<file path="src/rtl/graph_isa_pkg.sv">
// Shared definitions for the graph ISA.
//
// Contents:
//   OP_G_*        8-bit opcodes used by the graph scheduler
//   math_resp_e   response code returned by math_cmd_issuer
//   math_state_e  state encoding of math_cmd_issuer (exposed on its debug port)
//   is_math_op()  true for the opcodes the LUT math engine executes
package graph_isa_pkg;

    // Opcodes. Only the transcendental group runs on the LUT math engine;
    // the arithmetic ones live here because they share the opcode space.
    localparam logic [7:0] OP_G_ADD   = 8'h01;
    localparam logic [7:0] OP_G_MUL   = 8'h02;
    localparam logic [7:0] OP_G_EXP   = 8'h10;
    localparam logic [7:0] OP_G_LOG   = 8'h11;
    localparam logic [7:0] OP_G_SQRT  = 8'h12;
    localparam logic [7:0] OP_G_RSQRT = 8'h13;

    typedef enum logic [1:0] {
        ME_RESP_OK      = 2'd0,
        ME_RESP_BAD_OP  = 2'd1,
        ME_RESP_TIMEOUT = 2'd2
    } math_resp_e;

    typedef enum logic [2:0] {
        MS_IDLE      = 3'd0,
        MS_CHECK     = 3'd1,
        MS_ISSUE     = 3'd2,
        MS_WAIT_DONE = 3'd3,
        MS_RESP      = 3'd4
    } math_state_e;

    function automatic logic is_math_op(input logic [7:0] opcode);
        logic r;
        r = 1'b0;
        case (opcode)
            OP_G_EXP, OP_G_LOG, OP_G_SQRT, OP_G_RSQRT: r = 1'b1;
            default:                                   r = 1'b0;
        endcase
        return r;
    endfunction

endpackage

</file>
<file path="src/rtl/math_cmd_issuer.sv">
// Command-side initiator for the LUT math engine.
//
// Takes element-wise math jobs from the graph scheduler, splits each one into
// chunks of at most CHUNK_LEN elements, issues one engine command per chunk,
// waits for the engine's done pulse, and returns one response per job.
//
// Handshakes (all sampled on posedge clk):
//   job:  a job transfers on any edge where job_valid && job_ready; job_ready
//         is high only in IDLE, so the scheduler may hold job_valid freely.
//   resp: resp_valid is held with stable fields until an edge where
//         resp_ready is also high; resp_valid drops after that edge.
//   cmd:  cmd_valid is a single-cycle strobe with no back-pressure; it is only
//         raised after eng_busy was seen low, and only one command is ever
//         outstanding.
//
// Ports:
//   clk, rst                  clock, synchronous active-high reset
//   job_valid/job_ready       job request handshake
//   job_opcode/src/dst/length job fields (latched on accept)
//   cmd_valid/opcode/src_base/dst_base/length   engine command (registered)
//   eng_busy, eng_done        engine status and one-cycle done pulse
//   resp_valid/resp_ready     response handshake
//   resp_err, resp_chunks     response code and number of completed chunks
//   busy                      high whenever the FSM is not in IDLE
//   state_dbg                 current FSM state
module math_cmd_issuer
    import graph_isa_pkg::*;
#(
    parameter int CHUNK_LEN   = 256,   // 1..32768
    parameter int TIMEOUT_CYC = 4096   // >= 16
) (
    input  logic        clk,
    input  logic        rst,

    input  logic        job_valid,
    output logic        job_ready,
    input  logic [7:0]  job_opcode,
    input  logic [15:0] job_src_base,
    input  logic [15:0] job_dst_base,
    input  logic [15:0] job_length,

    output logic        cmd_valid,
    output logic [7:0]  cmd_opcode,
    output logic [15:0] cmd_src_base,
    output logic [15:0] cmd_dst_base,
    output logic [15:0] cmd_length,
    input  logic        eng_busy,
    input  logic        eng_done,

    output logic        resp_valid,
    input  logic        resp_ready,
    output logic [1:0]  resp_err,
    output logic [15:0] resp_chunks,

    output logic        busy,
    output math_state_e state_dbg
);

    // The timer only has to reach TIMEOUT_CYC-1.
    localparam int              TW         = (TIMEOUT_CYC > 2) ? $clog2(TIMEOUT_CYC) : 1;
    localparam logic [TW-1:0]   TIMER_LAST = TW'(TIMEOUT_CYC - 1);
    localparam logic [15:0]     CHUNK_MAX  = 16'(CHUNK_LEN);

    math_state_e   state_q;
    math_state_e   state_d;

    logic [7:0]    op_q;
    logic [15:0]   src_q;
    logic [15:0]   dst_q;
    logic [15:0]   remaining_q;
    logic [15:0]   offset_q;
    logic [15:0]   chunks_q;
    logic [TW-1:0] timer_q;
    math_resp_e    err_q;

    logic          job_accept;
    logic [15:0]   chunk_len;
    logic          timer_expired;
    logic          last_chunk;

    assign job_accept    = job_valid && (state_q == MS_IDLE);
    // Never zero here: ISSUE is only reached with remaining_q != 0.
    assign chunk_len     = (remaining_q > CHUNK_MAX) ? CHUNK_MAX : remaining_q;
    assign timer_expired = (timer_q == TIMER_LAST);
    // cmd_length holds the length of the chunk currently in flight.
    assign last_chunk    = (remaining_q == cmd_length);

    assign job_ready   = (state_q == MS_IDLE);
    assign busy        = (state_q != MS_IDLE);
    assign resp_valid  = (state_q == MS_RESP);
    // Response fields read as zero outside RESP so stale results never leak.
    assign resp_err    = (state_q == MS_RESP) ? err_q    : ME_RESP_OK;
    assign resp_chunks = (state_q == MS_RESP) ? chunks_q : 16'd0;
    assign state_dbg   = state_q;

    // Next-state logic.
    always_comb begin
        state_d = state_q;
        case (state_q)
            MS_IDLE: begin
                if (job_accept) state_d = MS_CHECK;
            end
            MS_CHECK: begin
                if (!is_math_op(op_q))      state_d = MS_RESP;
                else if (remaining_q == '0) state_d = MS_RESP;
                else                        state_d = MS_ISSUE;
            end
            MS_ISSUE: begin
                if (!eng_busy) state_d = MS_WAIT_DONE;
            end
            MS_WAIT_DONE: begin
                // A done arriving on the last timer cycle still counts.
                if (eng_done)           state_d = last_chunk ? MS_RESP : MS_ISSUE;
                else if (timer_expired) state_d = MS_RESP;
            end
            MS_RESP: begin
                if (resp_ready) state_d = MS_IDLE;
            end
            default: state_d = MS_IDLE;
        endcase
    end

    // State register plus job, chunk and timer bookkeeping.
    always_ff @(posedge clk) begin
        if (rst) begin
            state_q      <= MS_IDLE;
            op_q         <= '0;
            src_q        <= '0;
            dst_q        <= '0;
            remaining_q  <= '0;
            offset_q     <= '0;
            chunks_q     <= '0;
            timer_q      <= '0;
            err_q        <= ME_RESP_OK;
            cmd_valid    <= 1'b0;
            cmd_opcode   <= '0;
            cmd_src_base <= '0;
            cmd_dst_base <= '0;
            cmd_length   <= '0;
        end else begin
            state_q   <= state_d;
            cmd_valid <= 1'b0;

            case (state_q)
                MS_IDLE: begin
                    if (job_accept) begin
                        op_q        <= job_opcode;
                        src_q       <= job_src_base;
                        dst_q       <= job_dst_base;
                        remaining_q <= job_length;
                        offset_q    <= '0;
                        chunks_q    <= '0;
                        err_q       <= ME_RESP_OK;
                    end
                end
                MS_CHECK: begin
                    // Opcode is judged before length, so a bad opcode with
                    // length 0 still reports BAD_OP.
                    if (!is_math_op(op_q)) err_q <= ME_RESP_BAD_OP;
                    else                   err_q <= ME_RESP_OK;
                end
                MS_ISSUE: begin
                    if (!eng_busy) begin
                        cmd_valid    <= 1'b1;
                        cmd_opcode   <= op_q;
                        cmd_src_base <= src_q + offset_q;   // wraps mod 2^16
                        cmd_dst_base <= dst_q + offset_q;
                        cmd_length   <= chunk_len;
                        timer_q      <= '0;
                    end
                end
                MS_WAIT_DONE: begin
                    if (eng_done) begin
                        chunks_q    <= chunks_q + 16'd1;
                        offset_q    <= offset_q + cmd_length;
                        remaining_q <= remaining_q - cmd_length;
                    end else if (timer_expired) begin
                        err_q <= ME_RESP_TIMEOUT;
                    end else begin
                        timer_q <= timer_q + 1'b1;
                    end
                end
                default: begin
                end
            endcase
        end
    end

endmodule
</file>
<file path="config.mk">
export PLATFORM = sky130hd
export DESIGN_NAME = math_cmd_issuer
export DESIGN_NICKNAME = d
export VERILOG_FILES = /design/src/rtl/graph_isa_pkg.sv /design/src/rtl/math_cmd_issuer.sv
export SDC_FILE = /design/constraint.sdc
export NUM_CORES = 1
export LEC_CHECK = 0
export ABC_AREA = 1
export BUFFER_PORTS_ARGS = -buffer_cell sky130_fd_sc_hd__clkbuf_2
export CORE_ASPECT_RATIO = 1.1
export CORE_MARGIN = 1
export CORE_UTILIZATION = 50
export CTS_BUF_LIST = sky130_fd_sc_hd__clkbuf_16
export CTS_CLUSTER_SIZE = 30
export DETAILED_ROUTE_END_ITERATION = 7
export HOLD_SLACK_MARGIN = 0.12
export PLACE_DENSITY = 0.73
export RECOVER_POWER = 25
export SYNTH_ARGS = -nofsm -noshare
export SYNTH_HDL_FRONTEND = slang
export SYNTH_SLANG_ARGS = --single-unit
</file>
<file path="constraint.sdc">
create_clock -name clk -period 3.66 [get_ports clk]
set_input_delay 0.366 -clock clk [delete_from_list [all_inputs] [get_ports clk]]
set_output_delay 0.366 -clock clk [all_outputs]
set_load 0.02 [all_outputs]
</file>
==> impl_results.md, run 1 <==
- Pint: 0.00329 W
- Final Total Pwr: 0.00483 W
- Post-route setup TNS: 0 ps
- H-tree level count: 4
- FMAX: 407 MHz
- Combinational power share: 22.7%
- Number of buffers inserted during clock tree synthesis: 17
- DRT Wirelength: 27500 um
- Data arrival, critical path: 2800 ps
- Worst hold endpoint: src_q[14]$_SDFFE_PP0P_
- Number of max-slew violations in the final report: 0
- Max_cap viols: 0
- Dominant synthesized flop cell: sky130_fd_sc_hd__dfxtp_1
- First-pass iteration count of the detailed router: 5
- Number of buffer cells added on primary ports: 142
- Count of flip-flops with a built-in enable after synthesis: 0
- Number of storage elements in the synthesis netlist: 162
- Violation count after the first detailed-routing iteration: 699
- Diodes inserted: 0
- Global-route track usage on met1: 34.5%
- Proportion of netlist area held by the largest area contributor: 32.9%
- Floorplan die area: 20300 um^2
- Slew Limit Headroom: 33.5%
- Count of hold-fix buffers inserted at cts: 0
- Required time at the worst-slack endpoint: 4000 ps
- Final Hold Violating Endpoints: 0
- Total of warnings raised by yosys: 0
- Final setup violation count: 0
- Cell accounting for the most synthesized area: sky130_fd_sc_hd__dfxtp_1
- Number of routed nets with antenna violations: 0
- Post-synthesis cell count: 1528
- Top area cells in the synthesized netlist: sky130_fd_sc_hd__dfxtp_1, sky130_fd_sc_hd__nand2_1, sky130_fd_sc_hd__ha_1
- Power Dens Cells: 431 nW/um^2
- Post-synthesis average cell area: 6.45 um^2
- Min Clock Period, post-route: 2460 ps
- CORE AREA: 19200 um^2
- Final GP Congestion: 0.948
- Met2 global-route usage: 46.4%
- Portion of the post-synthesis area used by sequential elements: 32.9%
- Antenna violations before repair: 0
- Total half-perimeter wirelength after legalization and detailed placement: 20600 um
- Maximum buffer depth of the clock tree: 2
- CTS Sinks: 162
- Part of the power in the clock network: 36.6%
- RSZ-0062 raised after global routing: false
- Reg2reg start: state_dbg[1]$_SDFFE_PP0P_
- Clk_lat worst skew: 430 ps
- Yosys cell types: 37
- Number of core rows: 53
- Number of DRC violations after detailed routing: 0
- Critical Path Sink Type: flop
- GRT Max-Usage Layer: met2
- Vias in the first global route: 9267
- Die Span Y: 149 um
- Maximum ir drop on the vdd rail: 0.343 mV
- Pin slew with the least headroom to its limit: 995 ps
- Vias post-DR: 10.2k
- Origin of the worst min-delay path: job_src_base[14]
- Post CTS Setup Buffer Count: 0
- Status: finished clean
- Initial core utilization: 51.3%
- Core utilization of the finished layout: 58.2%
- Setup clock skew after layout: 11.2 ps
- Layout-stage area growth over the synthesis result: 13.6%
- Pin count of the biggest net entering global routing: 58
- End of the worst register-to-register path: cmd_length[0]$_SDFFE_PP0P_
- Netlist area before placement: 9860 um^2
- Hold Crit Depth: 3
- Final routed wire length divided by cell count: 14.4 um
- Total of cells resized after clock tree synthesis: 0
- Period utilization: 67.2%
- Tot GR Track Use: 27.5%
- Fraction of final layout cells sized beyond drive strength 1: 8.66%
- Library cell used as clock root buffer: sky130_fd_sc_hd__clkbuf_16
- Relative contribution of sequential cells to total power: 40.8%
- Met3 demand-to-capacity share in global routing: 4.79%
- Leakage: 5.40 nW
- NetSw: 0.00154 W
- Slack of the worst reg-to-reg path: 1200 ps
- Wire length of the first global-routing pass: 44200 um
- Clock tree from TritonCTS: yes
- Sw Share: 31.9%
- Depth of the worst register-to-register path: 8
- Net Count, Synth: 1656
- Die width: 136 um
- Ratio of routed vias to standard cells: 5.32
- GR Overflow Total: 0
- Worst setup SP type: flop
- Largest fanout of any net on the critical path: 23
- Worst min path class: in2reg
- Post-synth ARST share: 0%
- Number of ports placed on the die boundary: 143
- Start-to-end type of the worst setup path: reg2reg
- Area used by multi-input combinational logic: 5680 um^2
- Clock slew at the register clock pins of the worst setup and hold paths: 60 ps
- Filler cell count: 1909
- Final net count: 1779
- Area taken by flip-flops and latches: 3240 um^2
==> final cells by class <==
class / instances / area share [%]
Inverter: 190 / 6.37
Sequential cell: 162 / 29.0
Timing Repair Buffer: 147 / 6.03
Clock buffer: 17 / 3.80
Clock inverter: 14 / 1.33
Multi-Input combinational cell: 1133 / 50.7
Tap cell: 247 / 2.76
==> synth_stat cells (8+ instances only) <==
master and number:
sky130_fd_sc_hd__nor3_1 26, sky130_fd_sc_hd__o21ai_0 101, sky130_fd_sc_hd__dfxtp_1 162, sky130_fd_sc_hd__nor2_1 181
sky130_fd_sc_hd__buf_4 9, sky130_fd_sc_hd__nand3_1 102, sky130_fd_sc_hd__ha_1 62, sky130_fd_sc_hd__inv_1 182
sky130_fd_sc_hd__a21oi_1 139, sky130_fd_sc_hd__nand2_1 418, sky130_fd_sc_hd__nand4_1 23, sky130_fd_sc_hd__nand3b_1 8
sky130_fd_sc_hd__clkbuf_1 21, sky130_fd_sc_hd__inv_2 8
==> worst max-delay path by stage <==
stage,from,to,slack [ps]
final,state_dbg[1]$_SDFFE_PP0P_,cmd_length[0]$_SDFFE_PP0P_,1200
after global routing,state_dbg[1]$_SDFFE_PP0P_,cmd_length[0]$_SDFFE_PP0P_,1000
after CTS,state_dbg[2]$_SDFFE_PP0P_,cmd_length[6]$_SDFFE_PP0P_,1230
after detailed placement,state_dbg[2]$_SDFFE_PP0P_,cmd_length[4]$_SDFFE_PP0P_,1270
after global placement,state_dbg[2]$_SDFFE_PP0P_,cmd_length[1]$_SDFFE_PP0P_,1380
after floorplan,cmd_length[0]$_SDFFE_PP0P_,offset_q[12]$_SDFFE_PP0P_,1870
==> layout by cell type, fill, tap and decap left out, types with 7 or more instances in the layout <==
cell type,n
sky130_fd_sc_hd__inv_1,185
sky130_fd_sc_hd__inv_2,8
sky130_fd_sc_hd__nand2_1,418
sky130_fd_sc_hd__clkbuf_2,83
sky130_fd_sc_hd__clkbuf_16,17
sky130_fd_sc_hd__nand3_1,102
sky130_fd_sc_hd__dfxtp_1,162
sky130_fd_sc_hd__o22ai_1,7
sky130_fd_sc_hd__nand3b_1,8
sky130_fd_sc_hd__a21oi_1,139
sky130_fd_sc_hd__nand4_1,23
sky130_fd_sc_hd__clkbuf_1,59
sky130_fd_sc_hd__nor2_1,182
sky130_fd_sc_hd__o21ai_0,101
sky130_fd_sc_hd__xor2_1,7
sky130_fd_sc_hd__nor3_1,26
sky130_fd_sc_hd__ha_1,62
==> logic make-up after synthesis <==
kind of cell             after synthesis  share of synthesized area [%]
flip-flops                           162                           32.9
adder cells (fa/ha/maj)               66                           8.68
XOR/XNOR                              13                           1.16
AND/OR/NAND/NOR                      786                           33.7
AO/OA/AOI/OAI                        268                           14.1
buffers and inverters                233                           9.46
==> per-layer routing <==
metal | vias to the layer above | routed length [um]
met4 | 0 | 837
met2 | 318 | 12800
met3 | 42 | 1590
met5 | - | 0
met1 | 4586 | 12300
li1 | 5206 | -
==> flip-flops by register name, indices dropped and copies added, names as in the netlist <==
name          cells
src_q            16
op_q              8
remaining_q      16
cmd_src_base     16
dst_q            16
cmd_opcode        8
offset_q         16
state_dbg         3
cmd_valid         1
chunks_q         16
timer_q          12
cmd_length       16
cmd_dst_base     16
err_q             2
==> power groups by stage <==
stage	logic (W)	clock network [W]	registers, W
floorplan	0.000849	0	0.00198
global placement	0.00107	0	0.00200
detailed placement	0.00108	0	0.00200
CTS	0.00109	0.00179	0.00196
global route	0.00125	0.00187	0.00198
finish	0.00109	0.00177	0.00197
==> worst max-delay path, stage by stage (launching register included) <==
cell and delay (ps):
sky130_fd_sc_hd__dfxtp_1 470, sky130_fd_sc_hd__nand2_1 90, sky130_fd_sc_hd__nor2_1 150, sky130_fd_sc_hd__inv_2 50, sky130_fd_sc_hd__nor2_1 270, sky130_fd_sc_hd__nand2_2 380
sky130_fd_sc_hd__inv_2 520, sky130_fd_sc_hd__nand4_4 220, sky130_fd_sc_hd__o21ai_0 210
==> per-stage QoR <==
stage / worst slack [ps] / area (um^2) / hold slack (ps) / instances
2_1_floorplan: 1870 / 9860 / 425 / 1528
3_3_place_gp: 1380 / 10700 / 438 / 1879
3_5_place_dp: 1270 / 10700 / 441 / 1879
4_1_cts: 1230 / 11300 / 156 / 1910
5_1_grt: 1000 / 11200 / 161 / 1910
6_report: 1200 / 11200 / 158 / 1910
Note: power is estimated with default switching activity, not from simulation.
==> inputs of run 2 (changes only) <==
--- a/config.mk
+++ b/config.mk
@@ -14,7 +14,7 @@
 export CTS_CLUSTER_SIZE = 30
 export DETAILED_ROUTE_END_ITERATION = 7
 export HOLD_SLACK_MARGIN = 0.12
-export PLACE_DENSITY = 0.73
+export PLACE_DENSITY = 0.76
 export RECOVER_POWER = 25
 export SYNTH_ARGS = -nofsm -noshare
 export SYNTH_HDL_FRONTEND = slang
==> constraint.sdc (replaced) <==
create_clock -name clk -period 2.2 [get_ports clk]
set_input_delay 0.22 -clock clk [delete_from_list [all_inputs] [get_ports clk]]
set_output_delay 0.22 -clock clk [all_outputs]
set_load 0.02 [all_outputs]
==> run 2 against run 1 <==
Compared with the run above: global-route usage grew 1.3 points; largest cell class unchanged; flip-flop and latch count is the same; worst hold slack gained 33 ps; highest routed layer unchanged; clock power grew 73%; first-iteration DRC count shrank 7.2%.
==> impl_results.md, run 2 (synthesis results as in run 1) <==
- Final setup violation count: 0
- Hold Crit Depth: 5
- Tot GR Track Use: 28.8%
- Layout-stage area growth over the synthesis result: 20.4%
- Number of ports placed on the die boundary: 143
- Final GP Congestion: 0.891
- Final Hold Violating Endpoints: 0
- Cell-by-cell listing of the critical path: nand2_1 -> nor2_1 -> inv_2 -> nor2_4 -> nor2_4 -> inv_1 -> o22ai_1
- Final Total Pwr: 0.00828 W
- Vias in the first global route: 9673
- Most common cell after layout, fill and taps aside: sky130_fd_sc_hd__nand2_1
- Violation count after the first detailed-routing iteration: 649
- Antenna violations before repair: 0
- FMAX: 499 MHz
- DRT Wirelength: 28500 um
- Cell seen most often among critical-path stages: sky130_fd_sc_hd__nor2_4
- Worst setup SP type: flop
- Setup clock skew after layout: 7.05 ps
- Maximum buffer depth of the clock tree: 2
- Filler cell count: 1835
- Maximum ir drop on the vdd rail: 0.618 mV
- Number of DRC violations after detailed routing: 0
- H-tree level count: 4
- Total half-perimeter wirelength after legalization and detailed placement: 20200 um
- Fin cells: 1976
- Number of buffers inserted during clock tree synthesis: 17
- Die width: 136 um
- CP max stage cell: sky130_fd_sc_hd__nor2_4
- First-pass iteration count of the detailed router: 6
- Met3 demand-to-capacity share in global routing: 5.23%
- Wire length of the first global-routing pass: 46100 um
- Setup WS pre-CTS: -130 ps
- Slew Limit Headroom: 25.5%
- Final routed wire length divided by cell count: 14.4 um
- Pin slew with the least headroom to its limit: 1120 ps
- Critical Path Sink Type: flop
- Vias post-DR: 10.4k
- Fraction of final layout cells sized beyond drive strength 1: 9.20%
- Start-to-end type of the worst setup path: reg2reg
- GR Overflow Total: 0
- Diodes inserted: 0
- Leakage: 5.70 nW
- Floorplan die area: 20300 um^2
- Status: finished clean
- Library cell used as clock root buffer: sky130_fd_sc_hd__clkbuf_16
- End of the worst register-to-register path: cmd_length[5]$_SDFFE_PP0P_
- Clock slew at the register clock pins of the worst setup and hold paths: 60 ps
- Number of buffer cells added on primary ports: 142
- Worst hold endpoint: remaining_q[8]$_SDFFE_PP0P_
- Number of routed nets with antenna violations: 0
- Reg2reg start: state_dbg[1]$_SDFFE_PP0P_
- Pin count of the biggest net entering global routing: 58
- GRT Max-Usage Layer: met2
- Final net count: 1846
- Post-route setup TNS: 0 ps
- Depth of the worst register-to-register path: 7
- Ratio of routed vias to standard cells: 5.26
- Number of max-slew violations in the final report: 0
- Required time at the worst-slack endpoint: 2550 ps
- Clock tree from TritonCTS: yes
- Commonest non-fill, non-tap cells in the layout: sky130_fd_sc_hd__nand2_1, sky130_fd_sc_hd__inv_1, sky130_fd_sc_hd__nor2_1
- Number of cells in the design after placement: 1891
- Clk_lat worst skew: 430 ps
- Number of core rows: 53
- Origin of the worst min-delay path: job_length[8]
- First element of the critical path: state_dbg[1]$_SDFFE_PP0P_
- CORE AREA: 19200 um^2
- Largest fanout of any net on the critical path: 21
- Max_cap viols: 0
- Data arrival, critical path: 2350 ps
- Initial core utilization: 51.3%
- Power Dens Cells: 698 nW/um^2
- Met2 global-route usage: 48.3%
- RSZ-0062 raised after global routing: false
- Global-route track usage on met1: 36.0%
- Post-route worst setup slack: 195 ps
- Worst min path class: in2reg
- Period utilization: 91.1%
- CTS Sinks: 162
- Slack of the worst reg-to-reg path: 200 ps
- Biggest cell delay along the critical path: 550 ps
- Min Clock Period, post-route: 2000 ps
- Die Span Y: 149 um
-- run 2: per-stage QoR --
step / utilization (%) / hold slack [ps] / cell area (um^2)
floorplan: - / 355 / 9860
global placement: 56.2 / 438 / 10800
detailed placement: 56.2 / 440 / 10800
CTS: 62.1 / 184 / 11900
global route: 61.7 / 205 / 11900
finish: 61.7 / 192 / 11900
-- run 2: final cells by class --
class	instances	area, um^2	area share [%]
flip-flops and latches	162	3240	27.3
inverters	190	714	6.02
clock inverters	13	169	1.42
repair buffers	213	1320	11.1
clock buffers	17	425	3.58
multi-input cells	1134	5690	48.0
well taps	247	309	2.60
-- run 2: how the worst max path moves through the flow --
stage,slack [ps],depth (start not counted),to
floorplan,410,11,offset_q[12]$_SDFFE_PP0P_
global placement,-20,7,cmd_length[1]$_SDFFE_PP0P_
detailed placement,-130,7,cmd_length[2]$_SDFFE_PP0P_
CTS,180,7,cmd_length[5]$_SDFFE_PP0P_
global route,30,7,cmd_length[6]$_SDFFE_PP0P_
finish,200,7,cmd_length[5]$_SDFFE_PP0P_
-- run 2: worst max-delay path, delay by kind of cell (launching register included) --
family          cells  cell delay [ps]
buf+inv             2              470
compound gates      1              260
simple gates        4              780
flops               1              390
-- run 2: power breakdown --
group	internal, W	switching, W
combinational	0.000692	0.00126
clock	0.00187	0.00119
sequential	0.00312	0.000155
total	0.00568	0.00261
-- run 2: layer usage --
metal | vias up | share of wire (%)
met3 | 52 | 6.0
met4 | 0 | 3.1
li1 | 5340 | -
met5 | - | 0
met2 | 317 | 47
met1 | 4692 | 44
-- run 2: what timing repair did --
item / 4_1_cts / 5_1_grt
hold buffers: 54 / 0
endpoints found under the setup margin: 14 / 1
resized for setup: 0 / 1
buffers inserted: 0 / 0
cloned: 1 / 0
pin swaps: 1 / 0
hold endpoints to repair: 54 / 0
==> inputs of run 3 (changes only) <==
--- a/config.mk
+++ b/config.mk
@@ -14,7 +14,7 @@
 export CTS_CLUSTER_SIZE = 30
 export DETAILED_ROUTE_END_ITERATION = 7
 export HOLD_SLACK_MARGIN = 0.12
-export PLACE_DENSITY = 0.76
+export PLACE_DENSITY = 0.79
 export RECOVER_POWER = 25
 export SYNTH_ARGS = -nofsm -noshare
 export SYNTH_HDL_FRONTEND = slang
==> constraint.sdc (replaced) <==
create_clock -name clk -period 2.2 [get_ports clk]
set_input_delay 0 -clock clk [delete_from_list [all_inputs] [get_ports clk]]
set_output_delay 0 -clock clk [all_outputs]
set_load 0.02 [all_outputs]
==> run 3 against run 2 <==
Compared with the run above: worst setup slack improved by 9.9 ps; routed wire length shrank 0.78%; critical path depth rose by 2; cell area is 0.40% higher; non-clock buffer count rose by 3; largest cell class unchanged; largest power group unchanged.
==> impl_results.md, run 3 (synthesis results as in run 1) <==
- Number of buffers inserted during clock tree synthesis: 17
- CTS Sinks: 162
- Status: finished clean
- Min Clock Period, post-route: 2000 ps
- Critical Path Sink Type: flop
- Number of routed nets with antenna violations: 0
- Layout-stage area growth over the synthesis result: 20.9%
- Violation count after the first detailed-routing iteration: 636
- Antenna violations before repair: 0
- Buffer and inverter count on the worst path: 0
- Number of max-slew violations in the final report: 0
- Tot GR Track Use: 28.3%
- Final Hold Violating Endpoints: 0
- Floorplan die area: 20300 um^2
- Area post-placement: 10800 um^2
- Crit. path cell count: 9
- Library cell used as clock root buffer: sky130_fd_sc_hd__clkbuf_16
- DRT Wirelength: 28200 um
- H-tree level count: 4
- Setup clock skew after layout: 10.3 ps
- Leakage: 5.70 nW
- Filler cell count: 1815
- Vias in the first global route: 9819
- Start-to-end type of the worst setup path: reg2reg
- Final setup violation count: 0
- Largest fanout of any net on the critical path: 4
- End of the worst register-to-register path: cmd_dst_base[8]$_SDFFE_PP0P_
- Cell family contributing the most delay on the critical path: simple AND/OR/NAND/NOR gates
- Slew Limit Headroom: 27.4%
- Pin count of the biggest net entering global routing: 58
- Area taken by flip-flops and latches: 3240 um^2
- Slack of the worst reg-to-reg path: 200 ps
- Most common cell after layout, fill and taps aside: sky130_fd_sc_hd__nand2_1
- Total of cells resized after clock tree synthesis: 0
- Final net count: 1849
- Period utilization: 90.7%
- Clock tree from TritonCTS: yes
- CP max stage cell: sky130_fd_sc_hd__fa_1
- Number of DRC violations after detailed routing: 0
- Worst setup SP type: flop
- Hold Crit Depth: 4
- Final routed wire length divided by cell count: 14.3 um
- Reg2reg start: offset_q[0]$_SDFFE_PP0P_
- Data arrival, critical path: 2310 ps
- Final instance area: 11900 um^2
- Diodes inserted: 0
- GR Overflow Total: 0
- Depth of the worst register-to-register path: 9
- Initial core utilization: 51.3%
- Maximum buffer depth of the clock tree: 2
- Final Total Pwr: 0.00829 W
- Final GP Congestion: 0.930
- Fin cells: 1981
- Area used by multi-input combinational logic: 5690 um^2
- Commonest non-fill, non-tap cells in the layout: sky130_fd_sc_hd__nand2_1, sky130_fd_sc_hd__inv_1, sky130_fd_sc_hd__nor2_1
- Worst hold endpoint: cmd_src_base[12]$_SDFFE_PP0P_
- Die width: 136 um
- RSZ-0062 raised after global routing: false
- Total half-perimeter wirelength after legalization and detailed placement: 20200 um
- Core utilization of the finished layout: 62.0%
- Biggest cell delay along the critical path: 420 ps
- Maximum ir drop on the vdd rail: 0.566 mV
- Cell-by-cell listing of the critical path: ha_1 -> fa_1 -> nand3_1 -> nand3_1 -> nand2_1 -> o211ai_1 -> or2_2 -> nand3_1 -> nand2_1
- Required time at the worst-slack endpoint: 2520 ps
- Number of ports placed on the die boundary: 143
- Post CTS Setup Buffer Count: 0
- Post-route setup TNS: 0 ps
- Ratio of routed vias to standard cells: 5.28
- Clk_lat worst skew: 430 ps
- Vias post-DR: 10.5k
- Number of core rows: 53
- Die Span Y: 149 um
- CORE AREA: 19200 um^2
- First-pass iteration count of the detailed router: 7
- Clock slew at the register clock pins of the worst setup and hold paths: 60 ps
- Number of buffer cells added on primary ports: 142
- Power Dens Cells: 695 nW/um^2
- FMAX: 501 MHz
- Cell seen most often among critical-path stages: sky130_fd_sc_hd__nand3_1
- Worst min path class: in2reg
- Fraction of final layout cells sized beyond drive strength 1: 9.23%
- Pin slew with the least headroom to its limit: 1090 ps
- Number of cells in the design after placement: 1888
- Wire length of the first global-routing pass: 45700 um
- Origin of the worst min-delay path: rst
- Max_cap viols: 0
## run 3: cell count changes in the layout (fill, tap and decap cells not counted), moves of 2 or more
cell,previous run,this run
sky130_fd_sc_hd__buf_4,16,13
sky130_fd_sc_hd__inv_6,0,4
sky130_fd_sc_hd__clkinvlp_4,0,2
sky130_fd_sc_hd__clkinv_1,3,1
sky130_fd_sc_hd__clkinv_2,5,2
sky130_fd_sc_hd__dlygate4sd3_1,54,60
## run 3: how the worst max path moves through the flow
| stage | start | to | slack, ps |
|---|---|---|---|
| floorplan | cmd_length[0]$_SDFFE_PP0P_ | offset_q[12]$_SDFFE_PP0P_ | 410 |
| global placement | state_dbg[1]$_SDFFE_PP0P_ | cmd_length[1]$_SDFFE_PP0P_ | 50 |
| detailed placement | state_dbg[2]$_SDFFE_PP0P_ | cmd_length[7]$_SDFFE_PP0P_ | -30 |
| CTS | state_dbg[2]$_SDFFE_PP0P_ | cmd_length[5]$_SDFFE_PP0P_ | 210 |
| global route | cmd_length[1]$_SDFFE_PP0P_ | offset_q[12]$_SDFFE_PP0P_ | 40 |
| finish | offset_q[0]$_SDFFE_PP0P_ | cmd_dst_base[8]$_SDFFE_PP0P_ | 200 |
## run 3: layout make-up
cell class                      count  share of cell area [%]
Inverter                          190                    5.98
Timing Repair Buffer              216                    11.4
Clock buffer                       17                    3.57
Clock inverter                     15                    1.51
Tap cell                          247                    2.59
Multi-Input combinational cell   1134                    47.8
Sequential cell                   162                    27.2
## run 3: report_power, final
part	switching (W)	leakage, nW	total, W	internal, W
clock network	0.00127	0.292	0.00307	0.00180
registers	0.000154	1.32	0.00327	0.00312
logic	0.00126	4.09	0.00195	0.000693
## run 3: per-layer routing
metal / track usage, % / vias to the layer above / routed length [um] / part of all wire (%)
met5: 0 / - / 0 / 0
met4: 13.6 / 0 / 1090 / 3.9
met3: 4.45 / 57 / 1690 / 6.0
met2: 48.4 / 354 / 13200 / 47
met1: 34.4 / 4695 / 12300 / 44
li1: - / 5349 / - / -
## run 3: what timing repair did
action	CTS	global route
setup endpoints to repair	7	0
hold buffers	60	0
hold endpoints to repair	61	0
## run 3: worst min-delay path, cell delays in order
cell and delay, ps:
sky130_fd_sc_hd__clkbuf_2 190, sky130_fd_sc_hd__nor2_4 170, sky130_fd_sc_hd__nand2_1 100, sky130_fd_sc_hd__o21ai_1 50
## run 3: per-stage QoR
step | hold slack [ps] | setup WS (ps)
floorplan | 135 | 408
detailed placement | 231 | -32.1
global placement | 226 | 48.9
CTS | 146 | 212
global route | 172 | 44.3
finish | 139 | 205
